## src/rtl/calc_op_sequencer.sv

```systemverilog
// Operation sequencer for the shared 8-bit add/sub unit: single-cycle ADD/SUB,
// eight-iteration shift-add MUL and restoring DIV, with valid/ready on both sides.
module calc_op_sequencer (
    input  logic        clk,
    input  logic        rst,
    input  logic        start_valid,
    output logic        start_ready,
    input  logic [1:0]  op,
    input  logic [7:0]  a,
    input  logic [7:0]  b,
    output logic        res_valid,
    input  logic        res_ready,
    output logic [15:0] result,
    output logic        carry,
    output logic        err,
    output logic        busy,
    output logic [7:0]  as_a,
    output logic [7:0]  as_b,
    output logic        as_sub,
    input  logic [7:0]  as_s,
    input  logic        as_c
);

    typedef enum logic [1:0] {
        IDLE = 2'd0,
        EXEC = 2'd1,
        ITER = 2'd2,
        DONE = 2'd3
    } state_t;

    localparam logic [1:0] OP_ADD = 2'b00;
    localparam logic [1:0] OP_SUB = 2'b01;
    localparam logic [1:0] OP_MUL = 2'b10;
    localparam logic [1:0] OP_DIV = 2'b11;

    state_t      state_r;
    logic [1:0]  op_r;
    logic [7:0]  a_r;
    logic [7:0]  b_r;
    logic [7:0]  hi_r;
    logic [7:0]  lo_r;
    logic [2:0]  cnt_r;
    logic [15:0] result_r;
    logic        carry_r;
    logic        err_r;
    logic        res_valid_r;

    logic        div_top_s;
    logic [7:0]  rem_sh_s;
    logic [7:0]  quo_sh_s;
    logic [8:0]  mul_acc_s;
    logic [7:0]  hi_next_s;
    logic [7:0]  lo_next_s;

    // hi/lo hold HI/LO for MUL and R/Q for DIV; this computes one iteration step.
    always_comb begin
        div_top_s = hi_r[7];
        rem_sh_s  = {hi_r[6:0], lo_r[7]};
        quo_sh_s  = {lo_r[6:0], 1'b0};
        if (lo_r[0]) begin
            mul_acc_s = {as_c, as_s};
        end else begin
            mul_acc_s = {1'b0, hi_r};
        end
        if (op_r == OP_MUL) begin
            hi_next_s = mul_acc_s[8:1];
            lo_next_s = {mul_acc_s[0], lo_r[7:1]};
        end else if (div_top_s || as_c) begin
            hi_next_s = as_s;
            lo_next_s = quo_sh_s | 8'h01;
        end else begin
            hi_next_s = rem_sh_s;
            lo_next_s = quo_sh_s;
        end
    end

    // Add/sub unit operand bus, decoded from state and datapath registers.
    always_comb begin
        as_a   = 8'h00;
        as_b   = 8'h00;
        as_sub = 1'b0;
        case (state_r)
            EXEC: begin
                if (op_r != OP_DIV) begin
                    as_a   = a_r;
                    as_b   = b_r;
                    as_sub = op_r[0];
                end else begin
                    as_a   = 8'h00;
                    as_b   = 8'h00;
                    as_sub = 1'b0;
                end
            end
            ITER: begin
                if (op_r == OP_MUL) begin
                    as_a   = hi_r;
                    as_b   = a_r;
                    as_sub = 1'b0;
                end else begin
                    as_a   = rem_sh_s;
                    as_b   = b_r;
                    as_sub = 1'b1;
                end
            end
            default: begin
                as_a   = 8'h00;
                as_b   = 8'h00;
                as_sub = 1'b0;
            end
        endcase
    end

    // Sequencer FSM with its datapath and registered result outputs.
    always_ff @(posedge clk or posedge rst) begin
        if (rst) begin
            state_r     <= IDLE;
            op_r        <= OP_ADD;
            a_r         <= 8'h00;
            b_r         <= 8'h00;
            hi_r        <= 8'h00;
            lo_r        <= 8'h00;
            cnt_r       <= 3'd0;
            result_r    <= 16'h0000;
            carry_r     <= 1'b0;
            err_r       <= 1'b0;
            res_valid_r <= 1'b0;
        end else begin
            case (state_r)
                IDLE: begin
                    if (start_valid) begin
                        op_r  <= op;
                        a_r   <= a;
                        b_r   <= b;
                        cnt_r <= 3'd0;
                        hi_r  <= 8'h00;
                        case (op)
                            OP_ADD, OP_SUB: begin
                                state_r <= EXEC;
                            end
                            OP_MUL: begin
                                lo_r    <= b;
                                state_r <= ITER;
                            end
                            default: begin
                                lo_r <= a;
                                // Divide-by-zero is resolved in a single EXEC cycle.
                                if (b == 8'h00) begin
                                    state_r <= EXEC;
                                end else begin
                                    state_r <= ITER;
                                end
                            end
                        endcase
                    end
                end
                EXEC: begin
                    if (op_r == OP_DIV) begin
                        result_r <= {a_r, 8'hFF};
                        carry_r  <= 1'b0;
                        err_r    <= 1'b1;
                    end else begin
                        result_r <= {8'h00, as_s};
                        carry_r  <= as_c;
                        err_r    <= 1'b0;
                    end
                    res_valid_r <= 1'b1;
                    state_r     <= DONE;
                end
                ITER: begin
                    hi_r  <= hi_next_s;
                    lo_r  <= lo_next_s;
                    cnt_r <= cnt_r + 3'd1;
                    if (cnt_r == 3'd7) begin
                        result_r    <= {hi_next_s, lo_next_s};
                        carry_r     <= 1'b0;
                        err_r       <= 1'b0;
                        res_valid_r <= 1'b1;
                        state_r     <= DONE;
                    end
                end
                DONE: begin
                    if (res_ready) begin
                        res_valid_r <= 1'b0;
                        state_r     <= IDLE;
                    end
                end
                default: begin
                    state_r <= IDLE;
                end
            endcase
        end
    end

    assign start_ready = (state_r == IDLE);
    assign busy        = (state_r != IDLE);
    assign res_valid   = res_valid_r;
    assign result      = result_r;
    assign carry       = carry_r;
    assign err         = err_r;

endmodule


```

## config.mk

```make
export PLATFORM = sky130hd
export DESIGN_NAME = calc_op_sequencer
export DESIGN_NICKNAME = d
export VERILOG_FILES = /design/src/rtl/calc_op_sequencer.sv
export SDC_FILE = /design/constraint.sdc
export NUM_CORES = 1
export LEC_CHECK = 0
export ABC_CLOCK_PERIOD_IN_PS = 4500
export CORE_MARGIN = 1
export CORE_UTILIZATION = 25
export DETAILED_ROUTE_END_ITERATION = 12
export MAX_ROUTING_LAYER = met4
export PLACE_DENSITY = 0.52
export REMOVE_ABC_BUFFERS = 1
export SYNTH_ARGS = -nofsm -noshare
export SYNTH_HDL_FRONTEND = slang
export SYNTH_SLANG_ARGS = --single-unit
export TNS_END_PERCENT = 50
```

## constraint.sdc

```tcl
create_clock -name clk -period 4.5 [get_ports clk]
set_input_delay 0.9 -clock clk [delete_from_list [all_inputs] [get_ports clk]]
set_output_delay 0.9 -clock clk [all_outputs]
set_load 0.01 [all_outputs]
```

==> summary.md, run 1 <==
| Metric | Value |
|---|---|
| Status | `finished, final reports clean` |
| CTS tree | `yes` |
| GRT overflow | `0` |
| Mapped Cells | `358` |
| CP Capture Type | `output port` |
| Fmax | `about 0.27 GHz` |
| CTS buffer count | `9` |
| Hold_buf cts | `0` |
| Peak VDD IR | `259 uV` |
| Critical Path AT | `2.80 ns` |
| Global placement routability congestion | `approximately 0.86` |
| Top_reg_cell synth | `dfrtp_1` |
| Area of the die | `0.0143 sq mm` |
| Number of fill cells | `roughly 1400` |
| Post-CTS setup buffer count | `0` |
| Minimum hold slack | `0.471 ns` |
| Worst setup path start | `state_r[1]$_DFFE_PP0P_` |
| Clock Skews | `0.00573 ns` |
| CP Class | `flip-flop to output port` |
| Initial antenna violation count | `0` |
| Layout cells sized above 1 | `0.119` |
| Design Area, Final | `0.00454 sq mm` |
| Post-CTS sizing | `0` |
| Initial Utilization | `0.258` |
| Hold_sp | `err$_DFFE_PP0P_` |
| Total power | `3.47 mW` |
| Avg Cell Area, Syn | `9.63 sq um` |
| Synth Cell Area | `between 0.003 and 0.004 sq mm` |
| HPWL after DPL | `7.39 mm` |
| Vias | `2976` |
| Core area | `approximately 0.013 sq mm` |
| Yosys cell types | `41` |
| First-pass GRT wire length | `16.6 mm` |
| Setup crit start kind | `flip-flop` |
| Period utilization | `0.822` |
| Slew Viols, Final | `0` |
| FF-to-FF Start | `state_r[0]$_DFFE_PP0P_` |
| RSZ-0062 raised after global routing | `no` |
| Initial DRT Pass Iterations | `4` |
| Commonest non-fill, non-tap cell in the layout | `clkdlybuf4s50_1` |
| Worst skew pair latency | `approximately 0.33 ns` |
| Area post-placement | `0.00424 sq mm` |
| Setup-failing EPs final | `0` |
| First DRT Iteration DRCs | `177` |
| Layout net count | `approximately 450` |
| Max H-tree Level | `3` |
| Final ANT Viol Nets | `0` |
| Max Fanout on Critical Path | `10` |
| Pin count of the biggest net entering global routing | `41` |
| Die W | `around 120 microns` |
| Rel. slew slack | `0.234` |
| Max cap viols | `0` |
| Antenna Cells | `0` |
| WL/cell | `17.3 microns` |
| WP data required | `3.60 ns` |
| Hold Path Class | `flip-flop to flip-flop` |
| Row cnt | `42` |
| Pwr/cell area | `765 mW/mm^2` |
| Remaining DRCs | `0` |
| Commonest non-fill, non-tap cells in the layout | `clkdlybuf4s50_1, dfrtp_1, nand2_1` |
| Via density | `5.00` |
| Area grow syn2layout | `31.7%` |
| Root buffer cell | `clkbuf_16` |
| Die Y | `119 microns` |
| Reg clk slew, reported paths | `approximately 0.05 ns` |
| Gr usage total | `0.160` |
| EDFF count, synth | `0` |
| Sequential area share after synthesis | `0.421` |
| Post-synth ARST share | `1.00` |
| Clk buf depth | `2` |
| Final Hold Fails | `0` |
| YS warnings | `0` |
| Leak pwr | `1.85 nW` |
| Final min period | `between 3 and 4 ns` |
| Synth Register Bits | `58` |
| Drt total wl | `slightly above 10 mm` |
| Vias in the first global route | `2907` |
| PortBufs | `68` |
| Clock sinks | `58` |
| Ports | `69` |
| TNS Setup | `0 ns` |
| Slew at the pin closest to its max-slew limit | `about 1.1 ns` |
-- metrics by stage --
step	std cells	worst slack (ns)	utilization
final	595	0.803	0.340
after global routing	595	0.617	0.340
after global placement	579	1.22	0.317
after CTS	595	0.772	0.340
after floorplan	330	1.72	-
after detailed placement	579	1.13	0.317
-- per-layer routing --
metal / routed length, microns / vias up / global-route usage
li1: - / 1426 / -
met1: 4950 / 1422 / 0.222
met2: 4460 / 113 / 0.223
met3: 646 / 15 / 0.0345
met4: 212 / 0 / 0.0672
met5: 0 / - / -
-- where the power goes --
| part | internal (mW) | switching [mW] |
|---|---|---|
| registers | 0.781 | 0.260 |
| clock network | 0.446 | 0.233 |
| logic | 0.837 | 0.917 |
| total | 2.06 | 1.41 |
-- path summary, 6_finish.rpt --
kind	to	slack, ns	cells past startpoint
min	err$_DFFE_PP0P_	0.47	2
min reg2reg	err$_DFFE_PP0P_	0.47	2
min in group asynchronous	b_r[2]$_DFFE_PP0P_	1.07	2
max	as_b[0]	0.80	7
max reg2reg	result[6]$_DFFE_PP0P_	2.30	5
max in group asynchronous	hi_r[5]$_DFFE_PP0P_	2.65	3
-- cells in the mapped netlist, types with 3 or more instances --
library cell	instances	area [sq um]
buf_2	16	80.1
a32o_1	9	90.1
o211ai_1	14	105
a21oi_1	20	100
a32oi_1	7	61.3
nand2_1	30	113
ha_1	8	100
clkbuf_1	6	22.5
nor2b_1	13	81.3
inv_1	15	56.3
and2_1	8	50.1
a22oi_1	10	75.1
mux2_2	24	270
nand2b_1	4	25.0
and3_1	3	18.8
a211o_1	6	52.6
dfrtp_1	58	1450
o21ai_0	27	135
mux2i_1	14	140
nor2_1	20	75.1
a21o_1	3	22.5
and3b_1	6	52.6
buf_4	3	22.5
o21ai_1	13	65.1
-- cell type report --
| type | instances | area [sq um] | area share |
|---|---|---|---|
| inverter | 15 | 56.3 | 0.0124 |
| tap | 176 | 220 | 0.0485 |
| clock inverter | 1 | 5.00 | 0.00110 |
| multi-input combinational | 257 | 1790 | 0.394 |
| timing repair buffer | 73 | 718 | 0.158 |
| sequential | 58 | 1450 | 0.320 |
| clock buffer | 15 | 298 | 0.0656 |
-- flip-flops by register name, summed over array words and instances (netlist names) --
register   cells
cnt_r          3
hi_r           8
state_r        2
b_r            8
op_r           2
err            1
result        16
res_valid      1
carry          1
lo_r           8
a_r            8
-- critical path, stage by stage, from the launching register on --
cell	delay [ns]
dfrtp_1	0.41
inv_1	0.13
ha_1	0.22
a21boi_2	0.46
a21o_1	0.38
a22oi_1	0.15
nor2b_1	0.15
clkdlybuf4s50_1	0.56
-- cells by family after synthesis --
logic type,Yosys count,share of synthesized area
AOI/OAI and AO/OA,119,0.233
and+or+nand+nor,91,0.134
DFF,58,0.421
buffers and inverters,43,0.0603
muxes,39,0.122
adders and majority gates,8,0.0290
(Power assumes the default switching activity.)
==> run 2: changes to the inputs <==
--- a/config.mk
+++ b/config.mk
@@ -5,12 +5,12 @@
 export SDC_FILE = /design/constraint.sdc
 export NUM_CORES = 1
 export LEC_CHECK = 0
-export ABC_CLOCK_PERIOD_IN_PS = 4500
+export ABC_CLOCK_PERIOD_IN_PS = 3000
 export CORE_MARGIN = 1
 export CORE_UTILIZATION = 25
 export DETAILED_ROUTE_END_ITERATION = 12
 export MAX_ROUTING_LAYER = met4
-export PLACE_DENSITY = 0.52
+export PLACE_DENSITY = 0.53
 export REMOVE_ABC_BUFFERS = 1
 export SYNTH_ARGS = -nofsm -noshare
 export SYNTH_HDL_FRONTEND = slang
==> constraint.sdc (replaced) <==
create_clock -name clk -period 3 [get_ports clk]
set_input_delay 0.6 -clock clk [delete_from_list [all_inputs] [get_ports clk]]
set_output_delay 0.6 -clock clk [all_outputs]
set_load 0.01 [all_outputs]
==> run 2 against run 1 <==
Register-to-register slack worse by 1.3 ns; clock-buffer cell count is 3 lower; sequential share of layout area is 0.32 points lower; first-iteration DRC count is 2.8% lower; sequential power is 50% higher; worst hold slack worse by 0.0051 ns; highest routed layer unchanged; clock power is 38% higher; combinational power is 56% higher.
==> summary.md, run 2 (same netlist as run 1, synthesis figures left out) <==
| Metric | Value |
|---|---|
| Crit path buffers/inverters | `2 (unchanged)` |
| Final min period | `2.92 ns` |
| Rel. slew slack | `0.559 (+0.325)` |
| Slowest cell delay on critical path | `0.48 ns (-0.08 ns)` |
| PortBufs | `68 (unchanged)` |
| GRT overflow | `0 (unchanged)` |
| Fmax | `0.342 GHz` |
| Final ANT Viol Nets | `0 (unchanged)` |
| Total power | `5.23 mW (+50%)` |
| Max FFs per register | `16 (unchanged)` |
| Initial antenna violation count | `0 (unchanged)` |
| Slew at the pin closest to its max-slew limit | `0.661 ns (-0.489 ns)` |
| Clk buf depth | `2 (unchanged)` |
| Global placement routability congestion | `0.841 (-1.7%)` |
| Row cnt | `42 (unchanged)` |
| Worst-path cell chain | `nand2b_1, buf_4, mux2_1, a22oi_1, nor2b_1, clkdlybuf4s50_1` |
| Core area | `0.0133 sq mm (unchanged)` |
| Clock sinks | `58 (unchanged)` |
| WL/cell | `17.1 microns (-0.72%)` |
| Sw frac | `0.405 (-0.000753)` |
| Design Area, Final | `0.00459 sq mm (+1.2%)` |
| Vias | `2983 (+0.24%)` |
| Status | `finished, final reports clean` |
| Hold_buf cts | `0 (unchanged)` |
| Leak pwr | `1.87 nW (+0.88%)` |
| Slew Viols, Final | `0 (unchanged)` |
| CTS buffer count | `9 (unchanged)` |
| HPWL after DPL | `7.51 mm (+1.6%)` |
| Pwr/cell area | `1140 mW/mm^2 (+49%)` |
| Max Fanout on Critical Path | `18 (+8)` |
| Minimum hold slack | `0.466 ns (-0.00514 ns)` |
| Commonest non-fill, non-tap cells in the layout | `clkdlybuf4s50_1, dfrtp_1, nand2_1` |
| Slowest-stage cell, CP | `clkdlybuf4s50_1` |
| Period utilization | `0.974` |
| TNS Setup | `0 ns (unchanged)` |
| Internal | `3.11 mW (+51%)` |
| Final Hold Fails | `0 (unchanged)` |
| Hold Path Class | `flip-flop to flip-flop` |
| Drt total wl | `10.3 mm (+0.12%)` |
| Number of fill cells | `1373 (-0.58%)` |
| CTS tree | `yes` |
| Post-CTS setup buffer count | `0 (unchanged)` |
| Initial DRT Pass Iterations | `4 (unchanged)` |
| Reg clk slew, reported paths | `0.05 ns (about the same)` |
| Layout net count | `459 (+1.3%)` |
| Setup crit start kind | `flip-flop` |
| Die Y | `119 microns (unchanged)` |
| Area post-placement | `0.00429 sq mm (+1.4%)` |
| First-pass GRT wire length | `16.5 mm (-0.63%)` |
| Antenna Cells | `0 (unchanged)` |
| Root buffer cell | `clkbuf_16` |
| Worst skew pair latency | `0.33 ns (about the same)` |
| Via density | `4.97 (-0.60%)` |
| Final core utilization | `0.344 (+0.00403)` |
| Top Family by Delay on Critical Path | `buffers and inverters` |
| CP Capture Type | `output port` |
| Max cap viols | `0 (unchanged)` |
| Comb power frac | `0.522 (+0.017)` |
| Flop pwr share | `0.299 (about the same)` |
| Setup-failing EPs final | `0 (unchanged)` |
| CP Class | `flip-flop to output port` |
| Area grow syn2layout | `33.3%` |
| RSZ-0062 raised after global routing | `yes` |
| Gr usage total | `0.158 (-0.00210)` |
| Critical Path AT | `2.32 ns (-0.48 ns)` |
| Register area | `0.00145 sq mm (+0.17%)` |
| Switching power total | `2.12 mW (+50%)` |
| Pin count of the biggest net entering global routing | `59 (+44%)` |
| R2R Setup Slk | `0.95 ns (-1.35 ns)` |
| Area of the die | `0.0143 sq mm (unchanged)` |
| Die W | `119 microns (unchanged)` |
| Layout cells sized above 1 | `0.146 (+0.0269)` |
| Ports | `69 (unchanged)` |
| Max H-tree Level | `3 (unchanged)` |
| First DRT Iteration DRCs | `172 (-2.8%)` |
| Vias in the first global route | `2940 (+1.1%)` |
| Peak VDD IR | `413 uV (+59%)` |
| Area of the multi-input gates | `0.00180 sq mm (+0.77%)` |
| WP data required | `2.40 ns (-1.20 ns)` |
| Initial Utilization | `0.258 (unchanged)` |
| Commonest non-fill, non-tap cell in the layout | `clkdlybuf4s50_1` |
| Clock Skews | `0.00507 ns (-0.000665 ns)` |
| Remaining DRCs | `0 (unchanged)` |
| Clock share of power | `0.179 (-0.016)` |
==> run 2: changes by cell type in the layout (fill, tap and decap cells not counted), moves of 2 or more <==
cell | before | now
buf_6 | 0 | 3
clkbuf_8 | 5 | 2
buf_4 | 5 | 7
clkinv_2 | 1 | 3
dfrtp_1 | 58 | 56
dfrtp_2 | 0 | 2
ha_1 | 8 | 6
ha_2 | 0 | 2
==> run 2: path summary, 6_finish.rpt <==
path | cells after the start | end | start
max in group asynchronous | 3 | result[13]$_DFFE_PP0P_ | rst
worst min-delay path | 2 | err$_DFFE_PP0P_ | err$_DFFE_PP0P_
worst max register to register | 6 | hi_r[3]$_DFFE_PP0P_ | state_r[0]$_DFFE_PP0P_
worst min register to register | 2 | err$_DFFE_PP0P_ | err$_DFFE_PP0P_
worst max-delay path | 6 | as_a[7] | op_r[0]$_DFFE_PP0P_
min in group asynchronous | 3 | b_r[1]$_DFFE_PP0P_ | rst
==> run 2: timing repair <==
action | in CTS | in global routing
gates cloned | 0 | 0
gates resized for setup | 1 | 10
endpoints found under the setup margin | 8 | 16
==> run 2: stage by stage <==
stage / worst slack (ns) / instances
finish: 0.0773 / 600
global route: -0.0282 / 600
detailed placement: 0.304 / 585
floorplan: 0.521 / 330
global placement: 0.332 / 585
CTS: 0.00938 / 600
==> run 2: power by group through the flow <==
stage / Clock, mW / Sequential [mW] / Combinational (mW)
CTS: 0.961 / 1.55 / 2.71
floorplan: 0 / 1.49 / 1.55
global route: 0.997 / 1.62 / 2.99
global placement: 0 / 1.56 / 2.66
finish: 0.937 / 1.56 / 2.73
detailed placement: 0 / 1.56 / 2.70
==> run 2: worst reg2reg max path, cell delays in order, from the launching register on <==
cell	delay [ns]
dfrtp_1	0.41
inv_1	0.12
ha_1	0.34
nand2b_1	0.19
o21ai_1	0.11
nor2b_1	0.54
a32o_1	0.26
==> run 2: final cells by class <==
cell class | count | area share
sequential | 58 | 0.317
inverter | 15 | 0.0123
multi-input combinational | 257 | 0.393
clock inverter | 3 | 0.00327
clock buffer | 12 | 0.0558
timing repair buffer | 79 | 0.171
tap | 176 | 0.0479
==> run 2: metal layers <==
layer / vias to the layer above / routed length (microns) / global-route usage
met5: - / 0 / -
met2: 92 / 4640 / 0.225
met3: 10 / 539 / 0.0374
li1: 1425 / - / -
met4: 0 / 114 / 0.0602
met1: 1456 / 4980 / 0.215
==> run 3: changes to the inputs <==
--- a/config.mk
+++ b/config.mk
@@ -8,10 +8,12 @@
 export ABC_CLOCK_PERIOD_IN_PS = 3000
 export CORE_MARGIN = 1
 export CORE_UTILIZATION = 25
+export CTS_CLUSTER_SIZE = 8
 export DETAILED_ROUTE_END_ITERATION = 12
 export MAX_ROUTING_LAYER = met4
 export PLACE_DENSITY = 0.53
 export REMOVE_ABC_BUFFERS = 1
+export SETUP_SLACK_MARGIN = 0.02
 export SYNTH_ARGS = -nofsm -noshare
 export SYNTH_HDL_FRONTEND = slang
 export SYNTH_SLANG_ARGS = --single-unit
==> run 3 against run 2 <==
Critical path depth up 1; combinational power about the same; final cell count stayed put; via count up 0.50%; global-route usage unchanged; non-clock buffer count did not move; critical path type unchanged; critical endpoint is now as_sub; largest cell class unchanged.
==> summary.md, run 3 (same netlist as run 1, synthesis figures left out) <==
| Metric | Value |
|---|---|
| Drt total wl | `10.3 mm (+0.17%)` |
| Crit path buffers/inverters | `3 (+1)` |
| Commonest non-fill, non-tap cells in the layout | `clkdlybuf4s50_1, dfrtp_1, nand2_1` |
| Hold Path Class | `flip-flop to flip-flop` |
| Global placement routability congestion | `0.841 (unchanged)` |
| WL/cell | `17.2 microns (+0.17%)` |
| Setup ws final | `0.105 ns (+0.0274 ns)` |
| Hold_buf cts | `0 (unchanged)` |
| Core area | `0.0133 sq mm (unchanged)` |
| Antenna Cells | `0 (unchanged)` |
| Critical Path AT | `2.30 ns (-0.02 ns)` |
| CTS tree | `yes` |
| Die Y | `119 microns (unchanged)` |
| Peak VDD IR | `414 uV (about the same)` |
| First DRT Iteration DRCs | `186 (+8.1%)` |
| Rel. slew slack | `0.535 (-0.0234)` |
| Setup-failing EPs final | `0 (unchanged)` |
| Remaining DRCs | `0 (unchanged)` |
| RR Endpoint | `hi_r[3]$_DFFE_PP0P_` |
| Slowest-stage cell, CP | `clkdlybuf4s50_1` |
| GRT overflow | `0 (unchanged)` |
| CP Class | `flip-flop to output port` |
| First-pass GRT wire length | `16.5 mm (unchanged)` |
| Slew Viols, Final | `0 (unchanged)` |
| Initial antenna violation count | `0 (unchanged)` |
| Area grow syn2layout | `33.6%` |
| Minimum hold slack | `0.467 ns (+0.000745 ns)` |
| Row cnt | `42 (unchanged)` |
| Clock sinks | `58 (unchanged)` |
| HPWL after DPL | `7.51 mm (unchanged)` |
| Placed cell count | `585 (unchanged)` |
| Period utilization | `0.965 (-0.00915)` |
| Slew at the pin closest to its max-slew limit | `0.696 ns (+0.0351 ns)` |
| Slowest cell delay on critical path | `0.54 ns (+0.06 ns)` |
| Max FFs per register | `16 (unchanged)` |
| CP Capture Type | `output port` |
| R2R Setup Slk | `0.93 ns (-0.02 ns)` |
| Leak pwr | `1.90 nW (+2.0%)` |
| Layout net count | `459 (unchanged)` |
| Worst r2r path cells | `6 (unchanged)` |
| Final ANT Viol Nets | `0 (unchanged)` |
| Root buffer cell | `clkbuf_16` |
| Ports | `69 (unchanged)` |
| Hold_sp | `err$_DFFE_PP0P_` |
| Worst skew pair latency | `0.33 ns (about the same)` |
| Worst-path cell chain | `inv_1, ha_1, buf_6, a21oi_1, o21ai_0, and2_1, clkdlybuf4s50_1` |
| RSZ-0062 raised after global routing | `yes` |
| Vias | `2998 (+0.50%)` |
| TNS Setup | `0 ns (unchanged)` |
| Die W | `119 microns (unchanged)` |
| Setup crit start kind | `flip-flop` |
| Vias in the first global route | `2940 (unchanged)` |
| CTS buffer count | `9 (unchanged)` |
| Reg clk slew, reported paths | `0.05 ns (about the same)` |
| Top Family by Delay on Critical Path | `buffers and inverters` |
| Initial DRT Pass Iterations | `5 (+1)` |
| Max H-tree Level | `3 (unchanged)` |
| FF-to-FF Start | `state_r[0]$_DFFE_PP0P_` |
| Pre-CTS WS | `0.304 ns (unchanged)` |
| Pwr/cell area | `1140 mW/mm^2 (about the same)` |
| Max cap viols | `0 (unchanged)` |
| Hold Crit Depth | `2 (unchanged)` |
| Final core utilization | `0.345 (+0.000844)` |
| Via density | `5.00 (+0.50%)` |
| Area of the die | `0.0143 sq mm (unchanged)` |
| Post-CTS setup buffer count | `0 (unchanged)` |
| Worst Hold Path EP | `err$_DFFE_PP0P_` |
| Clk buf depth | `2 (unchanged)` |
| PortBufs | `68 (unchanged)` |
| Commonest non-fill, non-tap cell in the layout | `clkdlybuf4s50_1` |
| Layout cells sized above 1 | `0.149 (+0.00236)` |
| Status | `finished, final reports clean` |
| Clock Skews | `0.00570 ns (+0.000628 ns)` |
| WP data required | `2.40 ns (about the same)` |
| Pin count of the biggest net entering global routing | `59 (unchanged)` |
| Initial Utilization | `0.258 (unchanged)` |
| Gr usage total | `0.158 (unchanged)` |
| Max Fanout on Critical Path | `12 (-6)` |
| Final min period | `2.90 ns (-0.0274 ns)` |
| Final Non-Filler Cells | `600 (unchanged)` |
| Fmax | `0.345 GHz (+0.95%)` |
| Final Hold Fails | `0 (unchanged)` |
==> run 3: changes by cell type in the layout (fill, tap and decap cells not counted), sizes merged <==
cell           previous run  this run
dlymetal6s2s              0         2
clkdlybuf4s50            68        66
==> run 3: worst max-delay path by stage <==
stage                     cells past startpoint      end  slack (ns)                   start
after floorplan                               4  as_b[0]        0.52     op_r[1]$_DFFE_PP0P_
after global placement                        7  as_b[2]        0.33  state_r[1]$_DFFE_PP0P_
after detailed placement                      7  as_b[2]        0.30  state_r[1]$_DFFE_PP0P_
after CTS                                     6  as_a[7]       0.009     op_r[0]$_DFFE_PP0P_
after global routing                          8  as_a[0]      -0.004  state_r[1]$_DFFE_PP0P_
final                                         7   as_sub        0.10  state_r[0]$_DFFE_PP0P_
==> run 3: stage by stage <==
stage,total power [mW],area [sq um]
3_3_place_gp,4.22,4290
2_1_floorplan,3.04,3290
5_1_grt,5.62,4600
6_report,5.24,4600
3_5_place_dp,4.26,4290
4_1_cts,5.23,4570
==> run 3: routing by layer <==
metal  vias to the layer above  share of wire  track usage
met1                      1455           0.47        0.215
li1                       1426              -            -
met2                       106           0.45        0.225
met5                         -              0            -
met3                        11          0.065       0.0374
met4                         0          0.012       0.0602
==> run 3: final cells by class <==
type                            count  area, sq um
Multi-Input combinational cell    257         1810
Fill cell                        1374         8740
Timing Repair Buffer               79          796
Inverter                           15         56.3
Tap cell                          176          220
Clock buffer                       12          256
Clock inverter                      3         15.0
Sequential cell                    58         1450
==> run 3: report_power, final <==
part           internal (mW)  total [mW]  switching, mW
sequential              1.17        1.56          0.389
combinational           1.34        2.73           1.39
clock                  0.594       0.941          0.347
==> run 3: what timing repair did <==
| action | 4_1_cts | 5_1_grt |
|---|---|---|
| setup endpoints to repair | 9 | 17 |
| gates resized for setup | 1 | 14 |
| pin swaps | 0 | 0 |
==> run 3: tightest hold or removal path, stage by stage (launching register included) <==
cell and delay, ns:
dfrtp_1 0.34, nand2_1 0.05, nand2_1 0.05
